`src/rtl/ps2_rx.sv`:
```
// Receive-only PS/2 keyboard port: pin conditioning, frame FSM, byte FIFO and DATA/STAT registers.
// Optional macro PS2_PARITY_CHK_EN enables odd-parity checking and the PERR flag (STAT bit 4).
module ps2_rx #(
    parameter int CLK_HZ      = 16000000,
    parameter int FILT_LEN    = 8,
    parameter int TIMEOUT_CYC = 16000,
    parameter int FIFO_AW     = 2
) (
    input  logic       clk,
    input  logic       reset,
    input  logic       cs,
    input  logic       we,
    input  logic       addr,
    input  logic [7:0] din,
    output logic [7:0] dout,
    output logic       irq,
    input  logic       ps2_clk_i,
    input  logic       ps2_dat_i
);
    localparam int DEPTH = 1 << FIFO_AW;
    localparam int TW = $clog2(TIMEOUT_CYC + 1);
    localparam logic [3:0] FILT_MAX = 4'(FILT_LEN - 1);
    localparam logic [TW-1:0] TO_MAX = TW'(TIMEOUT_CYC - 1);
    localparam logic [FIFO_AW:0] FULL_CNT = (FIFO_AW + 1)'(DEPTH);

    typedef enum logic [1:0] {ST_IDLE, ST_DATA, ST_PARITY, ST_STOP} state_t;

    // Line index 0 = PS/2 clock, 1 = PS/2 data.
    logic [1:0] sync1_q, sync2_q, filt_q, filt_d;
    logic [3:0] fcnt_q [2];
    logic [3:0] fcnt_d [2];
    logic       fclk_prev_q;
    logic       strobe, bit_in;

    always_comb begin
        for (int i = 0; i < 2; i++) begin
            filt_d[i] = filt_q[i];
            fcnt_d[i] = 4'd0;
            if (sync2_q[i] != filt_q[i]) begin
                if (fcnt_q[i] == FILT_MAX) filt_d[i] = sync2_q[i];
                else fcnt_d[i] = fcnt_q[i] + 4'd1;
            end
        end
    end

    always_ff @(posedge clk or posedge reset) begin
        if (reset) begin
            sync1_q     <= 2'b11;
            sync2_q     <= 2'b11;
            filt_q      <= 2'b11;
            fcnt_q[0]   <= 4'd0;
            fcnt_q[1]   <= 4'd0;
            fclk_prev_q <= 1'b1;
        end else begin
            sync1_q     <= {ps2_dat_i, ps2_clk_i};
            sync2_q     <= sync1_q;
            filt_q      <= filt_d;
            fcnt_q[0]   <= fcnt_d[0];
            fcnt_q[1]   <= fcnt_d[1];
            fclk_prev_q <= filt_q[0];
        end
    end

    assign strobe = fclk_prev_q & ~filt_q[0];
    assign bit_in = filt_q[1];

    state_t        state_q, state_d;
    logic [2:0]    bcnt_q, bcnt_d;
    logic [7:0]    shift_q, shift_d;
    logic          par_q, par_d;
    logic [TW-1:0] tcnt_q, tcnt_d;
    logic          push_q, push_d;
    logic          ferr_set, tout_set, perr_set;
    logic          parity_ok;

    assign parity_ok = ^{par_q, shift_q};

    always_comb begin
        state_d  = state_q;
        bcnt_d   = bcnt_q;
        shift_d  = shift_q;
        par_d    = par_q;
        tcnt_d   = '0;
        push_d   = 1'b0;
        ferr_set = 1'b0;
        tout_set = 1'b0;
        perr_set = 1'b0;
        if (state_q != ST_IDLE && !strobe) tcnt_d = tcnt_q + 1'b1;
        case (state_q)
            ST_IDLE: if (strobe && !bit_in) begin
                state_d = ST_DATA;
                bcnt_d  = 3'd0;
            end
            ST_DATA: if (strobe) begin
                shift_d = {bit_in, shift_q[7:1]};
                bcnt_d  = bcnt_q + 3'd1;
                if (bcnt_q == 3'd7) state_d = ST_PARITY;
            end
            ST_PARITY: if (strobe) begin
                par_d   = bit_in;
                state_d = ST_STOP;
            end
            ST_STOP: if (strobe) begin
                state_d = ST_IDLE;
                if (!bit_in) ferr_set = 1'b1;
`ifdef PS2_PARITY_CHK_EN
                else if (!parity_ok) perr_set = 1'b1;
`endif
                else push_d = 1'b1;
            end
            default: state_d = ST_IDLE;
        endcase
        // Abort a stalled frame; the partial byte is simply never pushed.
        if (state_q != ST_IDLE && !strobe && tcnt_q == TO_MAX) begin
            state_d  = ST_IDLE;
            tout_set = 1'b1;
            tcnt_d   = '0;
        end
    end

    always_ff @(posedge clk or posedge reset) begin
        if (reset) begin
            state_q <= ST_IDLE;
            bcnt_q  <= 3'd0;
            shift_q <= 8'h00;
            par_q   <= 1'b0;
            tcnt_q  <= '0;
            push_q  <= 1'b0;
        end else begin
            state_q <= state_d;
            bcnt_q  <= bcnt_d;
            shift_q <= shift_d;
            par_q   <= par_d;
            tcnt_q  <= tcnt_d;
            push_q  <= push_d;
        end
    end

    logic [7:0]         mem_q [DEPTH];
    logic [FIFO_AW-1:0] wptr_q, rptr_q;
    logic [FIFO_AW:0]   cnt_q, cnt_d;
    logic               empty, full, pop, do_push, ovr_set, stat_wr;

    assign empty   = (cnt_q == '0);
    assign full    = (cnt_q == FULL_CNT);
    assign pop     = cs & ~we & ~addr & ~empty;
    assign do_push = push_q & (~full | pop);
    assign ovr_set = push_q & full & ~pop;
    assign stat_wr = cs & we & addr;

    always_comb begin
        cnt_d = cnt_q;
        if (do_push && !pop) cnt_d = cnt_q + 1'b1;
        else if (pop && !do_push) cnt_d = cnt_q - 1'b1;
    end

    always_ff @(posedge clk) begin
        if (do_push) mem_q[wptr_q] <= shift_q;
    end

    logic ie_q, ovr_q, tout_q, ferr_q, perr_q;

    // Set beats a same-cycle write-1-to-clear.
    always_ff @(posedge clk or posedge reset) begin
        if (reset) begin
            wptr_q <= '0;
            rptr_q <= '0;
            cnt_q  <= '0;
            ie_q   <= 1'b0;
            ovr_q  <= 1'b0;
            tout_q <= 1'b0;
            ferr_q <= 1'b0;
            perr_q <= 1'b0;
        end else begin
            if (do_push) wptr_q <= wptr_q + 1'b1;
            if (pop) rptr_q <= rptr_q + 1'b1;
            cnt_q  <= cnt_d;
            if (stat_wr) ie_q <= din[7];
            ovr_q  <= ovr_set  | (ovr_q  & ~(stat_wr & din[1]));
            tout_q <= tout_set | (tout_q & ~(stat_wr & din[2]));
            ferr_q <= ferr_set | (ferr_q & ~(stat_wr & din[3]));
            perr_q <= perr_set | (perr_q & ~(stat_wr & din[4]));
        end
    end

    logic perr_bit;
`ifdef PS2_PARITY_CHK_EN
    assign perr_bit = perr_q;
    logic unused_sig;
    assign unused_sig = ^{din[6:5], din[0], (CLK_HZ != 0)};
`else
    assign perr_bit = 1'b0;
    logic unused_sig;
    assign unused_sig = ^{din[6:5], din[0], perr_q, parity_ok, (CLK_HZ != 0)};
`endif

    logic [7:0] stat;
    assign stat = {ie_q, 2'b00, perr_bit, ferr_q, tout_q, ovr_q, ~empty};
    assign dout = addr ? stat : (empty ? 8'h00 : mem_q[rptr_q]);
    assign irq  = ie_q & ~empty;
endmodule

```
`config.mk`:
```
export PLATFORM = sky130hd
export DESIGN_NAME = ps2_rx
export DESIGN_NICKNAME = d
export VERILOG_FILES = /design/src/rtl/ps2_rx.sv
export SDC_FILE = /design/constraint.sdc
export NUM_CORES = 1
export LEC_CHECK = 0
export CAP_MARGIN = 0
export CORE_MARGIN = 2
export CORE_UTILIZATION = 45
export CTS_CLUSTER_SIZE = 12
export DETAILED_ROUTE_END_ITERATION = 12
export SETUP_SLACK_MARGIN = 0.2
export SYNTH_ARGS = -nofsm -noshare
export SYNTH_HDL_FRONTEND = slang
export SYNTH_SLANG_ARGS = --single-unit
```
`constraint.sdc`:
```
create_clock -name clk -period 2.47 [get_ports clk]
set_input_delay 0.3705 -clock clk [delete_from_list [all_inputs] [get_ports clk]]
set_output_delay 0.3705 -clock clk [all_outputs]
set_load 0.1 [all_outputs]
```
* Word level (Yosys, flattened, before mapping) *
Memories as Yosys holds them, arrays and structs flattened.
Cells that the tools add are included.

storage, ports and cells
  bits in registers = 54
  bits in writable memories = 32
  input port bits = 15
  output and inout bits = 9
  word-level logic and storage cells = 122
  memories = 1

memory list
  memory  depth  bits a word  rd ports  clocked after memory_dff  wr ports  line  text
  mem_q   4      8            1         0                         1         139   logic [7:0] mem_q [DEPTH];

operators by class
  add/sub/neg operators = 8
  equality and inequality tests = 17
  multiplexer cells = 29
  bitwise logic cells = 29
  reductions and logical operators = 19

operators with widths
  cell                                                 number
  2-to-1 mux 14 bit                                    2
  AND 1 bit                                            16
  2-to-1 mux 4 bit                                     4
  2-to-1 mux 8 bit                                     2
  inequality test 3 bit, second input constant         5
  adder 14 x 1 -> 14 bit, second input constant        1
  equality test 14 bit, second input constant          1
  2-to-1 mux 2 bit                                     6
  2-to-1 mux 3 bit                                     4
  2-to-1 mux 1 bit                                     9
  NOT 1 bit                                            9
  adder 4 x 1 -> 4 bit, second input constant          2
  equality test 4 x 3 -> 1 bit, second input constant  2
  one-hot mux 2 bit (4 select lines)                   1
  adder 3 x 1 -> 3 bit, second input constant          2
  equality test 3 bit, second input constant           2
  one-hot mux 3 bit (2 select lines)                   1
  AND reduction 2 bit                                  3
  nonzero test 2 bit                                   3
  logical AND 1 bit                                    5
  AND reduction 5 bit                                  1
  adder 2 x 1 -> 2 bit, second input constant          2
  equality test 2 bit, second input constant           2
  zero test 1 bit                                      4
  8 further kinds                                      13

* Longest topological paths before layout *
Gate-level depths: netlist of run 1.

  depth in word-level cells = 10
  depth in mapped cells = 9
  depth with buffers taken out = 9

* Worst setup path after synthesis of run 1 *
OpenSTA, ideal clock, no wires.

  path type = register -> output
  start point = register rptr_q[0]
  end point = output dout[0]
  arrival = 2175 ps
  required time = 2099 ps
  slack = -76 ps
  stages on the path, launching flop included = 5
  cells stage by stage = dfrtp_1 > buf_2 > mux4_2 > nor2_1 > nor2_1

between the ends
  longest elaborated chain between the ends = 3

ends and longest elaborated chain
  what                            line  text
  start, declared                 140   logic [FIFO_AW-1:0] wptr_q, rptr_q;
  start signal, assigned          176   if (pop) rptr_q <= rptr_q + 1'b1;
  memory read (4 x 8 bit)         -
  2-to-1 mux 8 bit (2 in series)  199   assign dout = addr ? stat : (empty ? 8'h00 : mem_q[rptr_q]);
  end, declared                   15    output logic [7:0] dout,

Every way passes these cells.

* Final worst setup path of run 1 *
  start point = register rptr_q[0]
  end point = output dout[3]

Same word-level chain as after synthesis.

==> key figures, run 1 <==
Critical path
  – Crit-path max FO: 10
  – Worst Path Arrival: 1.82 ns
  – Required time of the critical path: 2.10 ns
  – CP Class: reg2out
  – Type of origin of the critical path: flip-flop
  – Worst setup EP type: primary output

Timing
  – Setup-failing EPs final: 0
  – Slew Limit Fails: 0
  – Setup TNS: 0 ns
  – Worst Skew: 0.00782 ns
  – Final hold violations: 0
  – Slew @ Worst Pin: 0.436 ns
  – Tmin final: 2.19 ns
  – Worst rel slew slack: 0.709
  – Max Clk Rate: 0.456 GHz
  – Final Cycle Share: 0.888
  – RSZ-0062 raised after global routing: false

Clock network
  – Clock Tree Buf Depth: 2
  – H-tree Lvls: 3
  – Clk slew on worst S/H paths: 0.09 ns
  – Insertion delay to the later sink of the worst-skew pair: 0.35 ns
  – Root Buffer: clkbuf_8
  – CTS tree: built
  – Clock sinks: 86
  – Post-CTS Hold Fix Bufs: 0
  – Num CTS Buffers: 9

Logic synthesis
  – Post-synthesis mux area share: 0.0890
  – Syn nets: 314
  – Synth Area in Compound Gates: 0.0364
  – Xor/xnor share of the synthesized area: 0.0509
  – Main combinational cell family by area after synthesis: simple AND/OR/NAND/NOR gates
  – Synth Area in Adders: 0.0549
  – Syn Inst Count: 283
  – Synth warnings: 0
  – Post-Syn Area: 3780 µm²
  – Syn Area/Cell: 13.4 µm²
  – Post-synthesis sequential area ratio: 0.614
  – Simple-Gate Fraction of Synth Area: 0.133
  – Register bit total from synthesis: 86
  – Synth cell types: 38

Global routing
  – Total gr overflow: 0
  – Total GRT Usage: 0.156
  – Initial antenna violation count: 0
  – Vias in the first global route: 2290
  – Largest net degree at the start of global routing: 55
  – Global-route wire length before repair: 10800 µm

Power
  – Peak supply drop: 0.422 mV
  – Int Power: 0.00288 W
  – Leak: 1.89 nW
  – Comb power frac: 0.361
  – Clock power frac: 0.223
  – Switch share: 0.372
  – Switching pwr: 0.00171 W
  – Reg power frac: 0.416
  – PD cells: 1020 nW/µm²

Cells and area
  – Final Cell Area: 4480 µm²
  – Share of cells above drive strength 1: 0.240
  – Diode count: 0
  – Area Overhead vs Synth: 18.5%
  – Final Net Count: 347
  – Non-Filler Instances: 426

Die
  – # IOs: 24
  – Die X: 95.7 µm
  – Core area: 8180 µm²
  – Initial Utilization: 0.463
  – Die Height: 95.7 µm
  – Die area: 9150 µm²
  – Row count: 33

Routing
  – DRT Pass-1 Iters: 5
  – Final Routed Wirelength: 6130 µm
  – Vias: 2210
  – Vias/cell: 5.19
  – DR iter-0 viols: 107
  – Drt drc: 0
  – ANT nets after route: 0
  – Avg WL per Cell: 14.4 µm

Place
  – Final HPWL DP: 4130 µm
  – RD Place Congestion: 0.749
  – Placed cells: 409
  – Placed Area: 4240 µm²
  – Port bufs: 19

Job
  – Max_cap viols: 0

Run status
  – Run status: completed

Min path
  – Hold crit path type: reg2reg
-- path summary, 6_finish.rpt --
kind / start / endpoint / slack (ns) / depth (start not counted)
min in group asynchronous: reset / shift_q[4] / 0.37 / 3
max in group asynchronous: reset / filt_q[1] / 1.79 / 3
min: sync1_q[0] / sync2_q[0] / 0.36 / 0
min reg2reg: sync1_q[0] / sync2_q[0] / 0.36 / 0
max reg2reg: cnt_q[0] / cnt_q[2] / 0.56 / 9
max: rptr_q[0] / dout[3] / 0.28 / 4
-- metal layers --
layer	up-vias	share of wire	track usage
met2	24	0.50	0.261
met3	7	0.023	0.0237
met4	0	0.016	0.0750
met5	-	0	0
li1	1076	-	-
met1	1103	0.46	0.199
-- power by group through the flow --
| stage | Clock [W] | Sequential [W] | Combinational (W) |
|---|---|---|---|
| finish | 0.00102 | 0.00191 | 0.00166 |
| global route | 0.00113 | 0.00195 | 0.00182 |
| floorplan | 0 | 0.00184 | 0.00127 |
| global placement | 0 | 0.00193 | 0.00164 |
| CTS | 0.00106 | 0.00191 | 0.00167 |
| detailed placement | 0 | 0.00194 | 0.00166 |
-- critical path: stages, from the launching register on --
cell	delay [ns]
dfrtp_1	0.35
buf_6	0.18
mux4_2	0.52
a22o_1	0.25
buf_12	0.17
-- cells in the final DEF (no fill, tap or decap), drive strengths merged --
| cell | n |
|---|---|
| xnor2 | 11 |
| dfstp | 7 |
| nor3b | 1 |
| nand4 | 5 |
| o21ai | 5 |
| inv | 14 |
| clkdlybuf4s50 | 10 |
| nand2b | 4 |
| xor2 | 11 |
| nand4bb | 1 |
| mux2i | 1 |
| and2 | 6 |
| buf | 22 |
| mux2 | 13 |
| bufinv | 1 |
| nor4 | 3 |
| o211ai | 1 |
| fa | 1 |
| and3 | 7 |
| a22o | 6 |
| nor2b | 4 |
| ha | 15 |
| mux4 | 8 |
| a21o | 2 |
| a211oi | 1 |
| nor3 | 10 |
| nand3 | 10 |
| nand2 | 17 |
| clkbuf | 9 |
| or4 | 1 |
| edfxtp | 32 |
| and4 | 2 |
| nor2 | 25 |
| clkinv | 2 |
| a21oi | 6 |
| dfrtp | 47 |
-- cells in the mapped netlist --
library cell	count	area share
a211oi_1	1	0.0020
a21o_1	2	0.0040
a21oi_1	6	0.0079
a22o_1	6	0.014
and2_1	6	0.0099
and3_1	6	0.0099
and3_2	1	0.0020
and4_1	1	0.0023
and4_2	1	0.0026
buf_2	1	0.0013
buf_6	1	0.0030
clkbuf_1	8	0.0079
dfrtp_1	47	0.31
dfstp_2	7	0.049
edfxtp_1	32	0.25
fa_1	1	0.0053
ha_1	15	0.050
inv_1	10	0.0099
mux2_2	13	0.039
mux2i_1	1	0.0026
mux4_2	8	0.048
nand2_1	16	0.016
nand2_2	1	0.0017
nand2b_1	4	0.0066
nand3_1	10	0.013
nand4_1	5	0.0083
nand4bb_1	1	0.0030
nor2_1	25	0.025
nor2b_1	4	0.0066
nor3_1	9	0.012
nor3_4	1	0.0043
nor3b_1	1	0.0020
nor4_1	3	0.0050
o211ai_1	1	0.0020
o21ai_0	5	0.0066
or4_4	1	0.0030
xnor2_1	11	0.025
xor2_1	11	0.025
-- what timing repair did --
action | CTS | global route
endpoints found under the setup margin | 0 | 5
hold endpoints to repair | 0 | 0
setup buffers | 0 | 1
resized for setup | 0 | 5
-- through the flow --
step	setup WS [ns]	utilization	hold WS, ns	power, W
4_1_cts	0.202	0.545	0.362	0.00464
6_report	0.278	0.548	0.362	0.00459
5_1_grt	0.201	0.548	0.364	0.00490
3_5_place_dp	-0.000349	0.519	0.349	0.00360
3_3_place_gp	0.0689	0.519	0.347	0.00357
2_1_floorplan	0.245	-	0.345	0.00311
-- kinds of logic (layout without fill, tap and decap cells) --
kind of cell / Yosys count / after routing
AOI/OAI and AO/OA: 21 / 21
xor gates and xnor gates: 22 / 22
adders and majority gates: 16 / 16
buffers and inverters: 20 / 58
DFF: 86 / 86
muxes: 22 / 22
and+or+nand+nor: 96 / 96
-- sequential cells by signal, summed over array words and instances, names as in the netlist --
register and flops:
fcnt_q 8, sync2_q 2, rptr_q 2, cnt_q 3, mem_q 32, tcnt_q 14, ferr_q 1, ie_q 1
fclk_prev_q 1, shift_q 8, tout_q 1, sync1_q 2, bcnt_q 3, state_q 2, ovr_q 1, filt_q 2
push_q 1, wptr_q 2
-- area by class of cell --
cell class	count	area, µm²
fill	690	3690
clock buffer	9	124
timing repair buffer	32	382
clock inverter	7	87.6
tap	105	131
sequential	86	2320
inverter	10	37.5
multi-input combinational	177	1400
No activity file was read; power rests on OpenSTA's default activity.
==> run 2: changes to the inputs <==
- DONT_BUFFER_PORTS: unset -> 1
==> run 2 against run 1 <==
Global-route usage fell by 0.36 points; setup slack got worse by 0.0066 ns; combinational power shrank 9%; clock power rose by 8%.
==> key figures, run 2 (synthesis results as in run 1) <==
Die
  – Core area: 8180 µm²
  – # IOs: 24
  – Initial Utilization: 0.463
  – Die Height: 95.7 µm
  – Row count: 33
  – Die area: 9150 µm²
  – Die X: 95.7 µm

Global routing
  – Global-route wire length before repair: 10400 µm
  – Initial antenna violation count: 0
  – Total gr overflow: 0
  – Largest net degree at the start of global routing: 55
  – Vias in the first global route: 2235
  – Total GRT Usage: 0.152

Critical path
  – Cell family with most CP delay: multiplexers
  – Levels on crit path: 4
  – Critical Path Source: rptr_q[0]
  – FF-to-FF End: cnt_q[2]
  – Reg-to-Reg Start: cnt_q[0]
  – Reg2reg path depth: 9
  – Crit-path max FO: 10
  – Required time of the critical path: 2.10 ns
  – Worst-path cell chain: buf_8, mux4_2, a22o_1, buf_6
  – Type of origin of the critical path: flip-flop
  – Worst setup EP type: primary output
  – Worst Path Arrival: 1.83 ns
  – Worst setup path endpoint: dout[3]
  – CP Buf/Inv Count: 2
  – Reg2reg setup slack: 0.49 ns
  – CP peak stage delay: 0.52 ns
  – CP max stage cell: mux4_2
  – CP Class: reg2out

Clock network
  – CTS tree: built
  – Clock Tree Buf Depth: 2
  – H-tree Lvls: 3
  – Clk slew on worst S/H paths: 0.09 ns
  – Num CTS Buffers: 9
  – Post-CTS setup buffers: 0
  – Insertion delay to the later sink of the worst-skew pair: 0.35 ns
  – Clock sinks: 86
  – Root Buffer: clkbuf_8

Cells and area
  – Area Overhead vs Synth: 12.7%
  – Footprint of the multi-input gates: 1390 µm²
  – Most common cell after layout, fill and taps aside: dfrtp_1
  – Largest regs: mem_q: 32 flops, tcnt_q: 14 flops
  – Share of cells above drive strength 1: 0.222
  – Most frequent cells in the layout: dfrtp_1 (47), edfxtp_1 (32), nor2_1 (23)
  – Final core occ: 0.521
  – FILL cells: 725
  – FF/Latch Area: 2320 µm²
  – Max reg flops: 32
  – Final Net Count: 332
  – Largest Register: mem_q
  – Diode count: 0

Routing
  – Avg WL per Cell: 14.9 µm
  – DRT Pass-1 Iters: 4
  – Drt drc: 0
  – Vias: 2138
  – ANT nets after route: 0
  – Vias/cell: 5.20
  – DR iter-0 viols: 70
  – Final Routed Wirelength: 6110 µm

Timing
  – Tmin final: 2.20 ns
  – Slew Limit Fails: 0
  – Setup TNS: 0 ns
  – Max Clk Rate: 0.455 GHz
  – Worst Skew: 0.0115 ns
  – RSZ-0062 raised after global routing: true
  – Slew @ Worst Pin: 0.683 ns
  – Final hold violations: 0
  – Worst rel slew slack: 0.545
  – Final Cycle Share: 0.890
  – Setup-failing EPs final: 0

Power
  – Peak supply drop: 0.362 mV
  – PD cells: 1060 nW/µm²
  – Tot Pwr: 0.00453 W
  – Leak: 1.79 nW

Min path
  – Hold crit path type: in2async

Place
  – Final HPWL DP: 4020 µm
  – RD Place Congestion: 0.728
  – Port bufs: 0

Job
  – Max_cap viols: 0

Run status
  – Run status: completed
-- run 2: cell count changes in the layout (fill, tap and decap cells not counted), moves of 2 or more --
cell | previous run | this run
buf_12 | 9 | 0
buf_4 | 12 | 10
clkdlybuf4s50_1 | 10 | 0
dlygate4sd3_1 | 0 | 2
buf_6 | 1 | 4
-- run 2: repair_timing --
item	in CTS	in global routing
hold buffers	2	0
resized for setup	2	6
hold endpoints to repair	2	0
setup endpoints to repair	7	4
-- run 2: worst min-delay path by stage --
stage | slack [ns] | cells after the start | endpoint | from
2_1_floorplan | 0.35 | 0 | sync2_q[0] | sync1_q[0]
3_3_place_gp | 0.35 | 0 | sync2_q[1] | sync1_q[1]
3_5_place_dp | 0.35 | 0 | sync2_q[0] | sync1_q[0]
4_1_cts | 0.10 | 2 | fcnt_q[5] | reset
5_1_grt | 0.14 | 2 | fcnt_q[5] | reset
6_report | 0.08 | 2 | shift_q[4] | reset
-- run 2: final cells by class --
cell class                 instances  share of cell area
sequential                        86               0.545
multi-input combinational        177               0.326
timing repair buffer              17              0.0364
tap                              105              0.0308
clock buffer                       9              0.0291
clock inverter                     7              0.0241
inverter                          10             0.00881
-- run 2: stage by stage --
| stage | worst slack (ns) | hold slack [ns] | instance area, µm² | std cells |
|---|---|---|---|---|
| global route | 0.185 | 0.141 | 4260 | 411 |
| floorplan | 0.245 | 0.345 | 3780 | 283 |
| finish | 0.271 | 0.0835 | 4260 | 411 |
| CTS | 0.225 | 0.103 | 4240 | 411 |
| global placement | 0.418 | 0.346 | 3990 | 393 |
| detailed placement | 0.370 | 0.347 | 3990 | 393 |
-- run 2: worst register-to-register path: stages (launching register included) --
cell	delay (ns)
dfrtp_1	0.45
nor2_1	0.06
o211ai_1	0.11
and2_1	0.25
ha_1	0.21
inv_1	0.06
fa_1	0.37
xor2_1	0.15
nor2_1	0.12
xor2_1	0.15
-- run 2: per-layer routing --
layer / up-vias / routed length (µm) / GRT usage
li1: 1037 / - / -
met4: 0 / 69 / 0.0393
met1: 1064 / 2670 / 0.173
met2: 32 / 3160 / 0.273
met3: 5 / 207 / 0.0522
met5: - / 0 / 0
-- run 2: power breakdown --
part	switching (W)	internal, W	total, W
sequential	0.000222	0.00169	0.00191
combinational	0.000934	0.000580	0.00151
clock	0.000516	0.000583	0.00110
total	0.00167	0.00286	0.00453
==> variant 1: new RTL, config.mk and constraints of run 2 <==
`FILT_LEN`: 8 -> 6.
--- a/src/rtl/ps2_rx.sv
+++ b/src/rtl/ps2_rx.sv
@@ -2,7 +2,7 @@
 // Optional macro PS2_PARITY_CHK_EN enables odd-parity checking and the PERR flag (STAT bit 4).
 module ps2_rx #(
     parameter int CLK_HZ      = 16000000,
-    parameter int FILT_LEN    = 8,
+    parameter int FILT_LEN    = 6,
     parameter int TIMEOUT_CYC = 16000,
     parameter int FIFO_AW     = 2
 ) (
Check against the original RTL: no difference found for any inputs over 10 cycles, from zero or initial values and one cycle with reset high; that may be too few to reach the edited logic, so the function may still have changed.
==> variant 1 against run 2 <==
Wire length is 1.4% higher. Cell count is 2.7% higher. Cell area is 1.7% higher. Power is 6.4% higher. Area after synthesis is 1.7% higher. Via count is 3.4% higher. Combinational power is 18% higher. Worst setup slack worse by 0.0068 ns. Sequential cell count stayed put. Critical path depth stayed put. Critical path type unchanged. Largest cell class unchanged. Largest power group unchanged.
==> variant 1: results (changes against run 2) <==
[cells_and_area]
drive_gt1_frac=0.211  ; was 0.222
nNetsFinal=345  ; was 332
fill_cells=718  ; was 725

[status]
status=complete, no violations  ; unchanged

[hold_path]
hold_class=in2reg  ; was in2async
worstHoldPathCells=1

[global_routing]
grt_use_total=0.146  ; was 0.152
grt_pass1_vias=2131  ; was 2235
grt_max_degree=31  ; was 55
grt_pass1_wl_microns=10300  ; was 10400 microns
use_met1=0.193  ; was 0.173
grt.met2_usage=0.231  ; was 0.273
grt.met3_usage=0.0419  ; was 0.0522

[power]
power_frac_comb=0.370  ; was 0.335
comb-power_w=0.00178  ; was 0.00151 W
internal_power_w=0.00292  ; was 0.00286 W
clockPowerShare=0.216  ; was 0.243
power_leakage_nw=1.76  ; was 1.79 nW
vdd_ir_drop_max_v=0.000553  ; was 0.000362 V

[synth]
syn_area_per_cell_sq_um=13.2  ; was 13.4 sq um
seq_area_frac_synth=0.603  ; was 0.614
ys_types=41  ; was 38
synth_common_cells=47 x dfrtp_1, 32 x edfxtp_1, 30 x nor2_1  ; was 47 x dfrtp_1, 32 x edfxtp_1, 25 x nor2_1
syn-num-nets=325  ; was 314
yosys-top-cells-area=dfrtp_1 31%, edfxtp_1 25%, ha_1 5.5%  ; was dfrtp_1 31%, edfxtp_1 25%, ha_1 5.0%
synth_warnings=0  ; unchanged

[setup_path]
reg2reg_setup_slack_ns=0.47  ; was 0.49 ns
r2r-end=cnt_q[1]$_DFFE_PP0P_  ; was cnt_q[2]$_DFFE_PP0P_
crit_end=dout[2]  ; was dout[3]
cp-startpoint=rptr_q[0]$_DFFE_PP0N_  ; unchanged
critical-path-max-stage-delay_ns=0.50  ; was 0.52 ns
reg2reg_depth=7  ; was 9

[place]
dp.cells=403  ; was 393
place_area_sq_um=4060  ; was 3990 sq um
gp_congestion=0.727  ; was 0.728
dp_slack_ns=0.387  ; was 0.370 ns
hpwl_microns=4290  ; was 4020 microns

[timing]
finClkSkew_ns=0.0153  ; was 0.0115 ns
slew_headroom=0.575  ; was 0.545
fin_hold_ws_ns=0.173  ; was 0.0835 ns
max_freq_ghz=0.453  ; was 0.455 GHz

[detailed_routing]
finalWirelength_microns=6200  ; was 6110 microns
routed-wl-met2_microns=2960  ; was 3160 microns
avgViaCountPerCell=5.24  ; was 5.20
wl_met3_microns=219  ; was 207 microns
wl_met1_microns=2950  ; was 2670 microns
vias=2210  ; was 2138
drtIter0Drc=68  ; was 70

[clock_network]
cts_hold_buf=3  ; was 2
cts_htree_levels=3  ; unchanged
postCtsSetupRepairBufs=0  ; unchanged

## variant 1: cell types whose count changed after synthesis, sizes merged, moves of 3 or more
cell    change
buf         +3
nand4       -3
xnor2       +3
nor3        -4
nor2        +5
clkbuf      -4
## variant 1: cells by family (layout without fill, tap and decap cells)
kind of cell / count (synthesis) / count (layout) / synth area share
xor+xnor: 23 / 23 / 0.0524
compound gates: 24 / 24 / 0.0432
fa+ha+maj: 18 / 18 / 0.0605
flops: 86 / 86 / 0.603
simple gates: 98 / 98 / 0.129
mux: 22 / 22 / 0.0875
buf+inv: 21 / 46 / 0.0237
## variant 1: cell type report
class	count	area, sq um	area share
Clock buffer	9	124	0.0286
Clock inverter	7	91.3	0.0211
Inverter	12	45.0	0.0104
Multi-Input combinational cell	185	1440	0.333
Sequential cell	86	2320	0.536
Tap cell	105	131	0.0303
Timing Repair Buffer	18	178	0.0410
==> variant 2: new RTL, flow settings as in run 2 <==
Made on the original files. `shift_q` no longer has a reset.
--- a/src/rtl/ps2_rx.sv
+++ b/src/rtl/ps2_rx.sv
@@ -122,18 +122,20 @@
         if (reset) begin
             state_q <= ST_IDLE;
             bcnt_q  <= 3'd0;
-            shift_q <= 8'h00;
             par_q   <= 1'b0;
             tcnt_q  <= '0;
             push_q  <= 1'b0;
         end else begin
             state_q <= state_d;
             bcnt_q  <= bcnt_d;
-            shift_q <= shift_d;
             par_q   <= par_d;
             tcnt_q  <= tcnt_d;
             push_q  <= push_d;
         end
+    end
+
+    always_ff @(posedge clk) begin
+        shift_q <= shift_d;
     end
 
     logic [7:0]         mem_q [DEPTH];
Formal check against the unedited RTL: same outputs for any inputs over 10 cycles, from zero or initial values and one cycle with reset high; that may be too few to reach the edited logic, so the function may still have changed.
==> variant 2 against run 2 <==
Power is 4.0% lower. Worst setup slack worse by 0.00081 ns. Clock skew is 0.0016 ns lower. Sequential cell count stayed put. Maximum frequency hardly changed. Area after synthesis is 0.83% lower. Cell area is 0.76% lower. Wire length is 3.2% higher.
==> variant 2: results (changes against run 2) <==
[status]
status=complete, no violations  ; unchanged

[setup_path]
r2r-end=cnt_q[1]$_DFFE_PP0P_  ; was cnt_q[2]$_DFFE_PP0P_
critPathMaxFanout=5  ; was 10
cpLargestDelayFamily=multiplexers  ; unchanged
critical-path-max-stage-delay_ns=0.48  ; was 0.52 ns
reg2reg_setup_slack_ns=0.47  ; was 0.49 ns

[cells_and_area]
stdcell_count=410  ; was 411
drive_gt1_frac=0.207  ; was 0.222
fill_cells=697  ; was 725
ff_latch_area_sq_um=2360  ; was 2320 sq um
nNetsFinal=330  ; was 332

[synth]
synthArstFlopShare=0.535  ; was 0.628
synth_common_cells=40 x edfxtp_1, 39 x dfrtp_1, 27 x nor2_1  ; was 47 x dfrtp_1, 32 x edfxtp_1, 25 x nor2_1
yosys-top-cells-area=edfxtp_1 32%, dfrtp_1 26%, dfstp_2 4.9%  ; was dfrtp_1 31%, edfxtp_1 25%, ha_1 5.0%
ys_types=46  ; was 38
synth-compound-area-share=0.0527  ; was 0.0364
synth-xor-area-share=0.0514  ; was 0.0509
synth_edf_count=40  ; was 32
syn-num-nets=307  ; was 314
synth_warnings=0  ; unchanged
seq_area_frac_synth=0.629  ; was 0.614
synthAdderAreaFrac=0.0520  ; was 0.0549
synth.area.mux_share=0.0600  ; was 0.0890
netlist_instances=277  ; was 283

[detailed_routing]
drtIter0Drc=73  ; was 70
wl_met1_microns=3090  ; was 2670 microns
drt-wirelength-per-cell_microns=15.4  ; was 14.9 microns
drc=0  ; unchanged
vias=2174  ; was 2138
routed-wl-met2_microns=2880  ; was 3160 microns
wl_met3_microns=245  ; was 207 microns

[place]
dp.cells=391  ; was 393
hpwl_microns=4200  ; was 4020 microns
dp_slack_ns=0.387  ; was 0.370 ns
gp_congestion=0.787  ; was 0.728
place_area_sq_um=3970  ; was 3990 sq um

[timing]
slew_headroom=0.618  ; was 0.545
max_freq_ghz=0.455  ; about the same
finClkSkew_ns=0.00988  ; was 0.0115 ns
fin_hold_ws_ns=0.0433  ; was 0.0835 ns

[global_routing]
grt.met2_usage=0.238  ; was 0.273
grt_antenna_before_repair=0  ; unchanged
grt_pass1_wl_microns=10500  ; was 10400 microns
grt_max_degree=47  ; was 55
grt_pass1_vias=2085  ; was 2235
grt_use_total=0.157  ; was 0.152
grt.met3_usage=0.0458  ; was 0.0522
use_met1=0.219  ; was 0.173

[power]
vdd_ir_drop_max_v=0.000349  ; was 0.000362 V
clockPowerShare=0.205  ; was 0.243
power.total_w=0.00435  ; was 0.00453 W
p_sw_w=0.00168  ; was 0.00167 W
power_leakage_nw=1.68  ; was 1.79 nW

## variant 2: cell count changes after synthesis, sizes merged, moves of 6 or more
| cell | run 2 | this run |
|---|---|---|
| mux2 | 13 | 4 |
| clkbuf | 8 | 2 |
| dfrtp | 47 | 39 |
| edfxtp | 32 | 40 |
## variant 2: timing repair
item | CTS | global route
hold endpoints to repair | 2 | 0
gates cloned | 0 | 1
buffers inserted | 0 | 0
hold buffers | 2 | 0
setup endpoints to repair | 3 | 4
resized for setup | 1 | 10
pin swaps | 0 | 1
## variant 2: area by class of cell
type | count | area share
multi-input combinational | 172 | 0.312
timing repair buffer | 18 | 0.0459
inverter | 13 | 0.0115
clock buffer | 10 | 0.0302
tap | 105 | 0.0311
sequential | 86 | 0.559
clock inverter | 6 | 0.0112
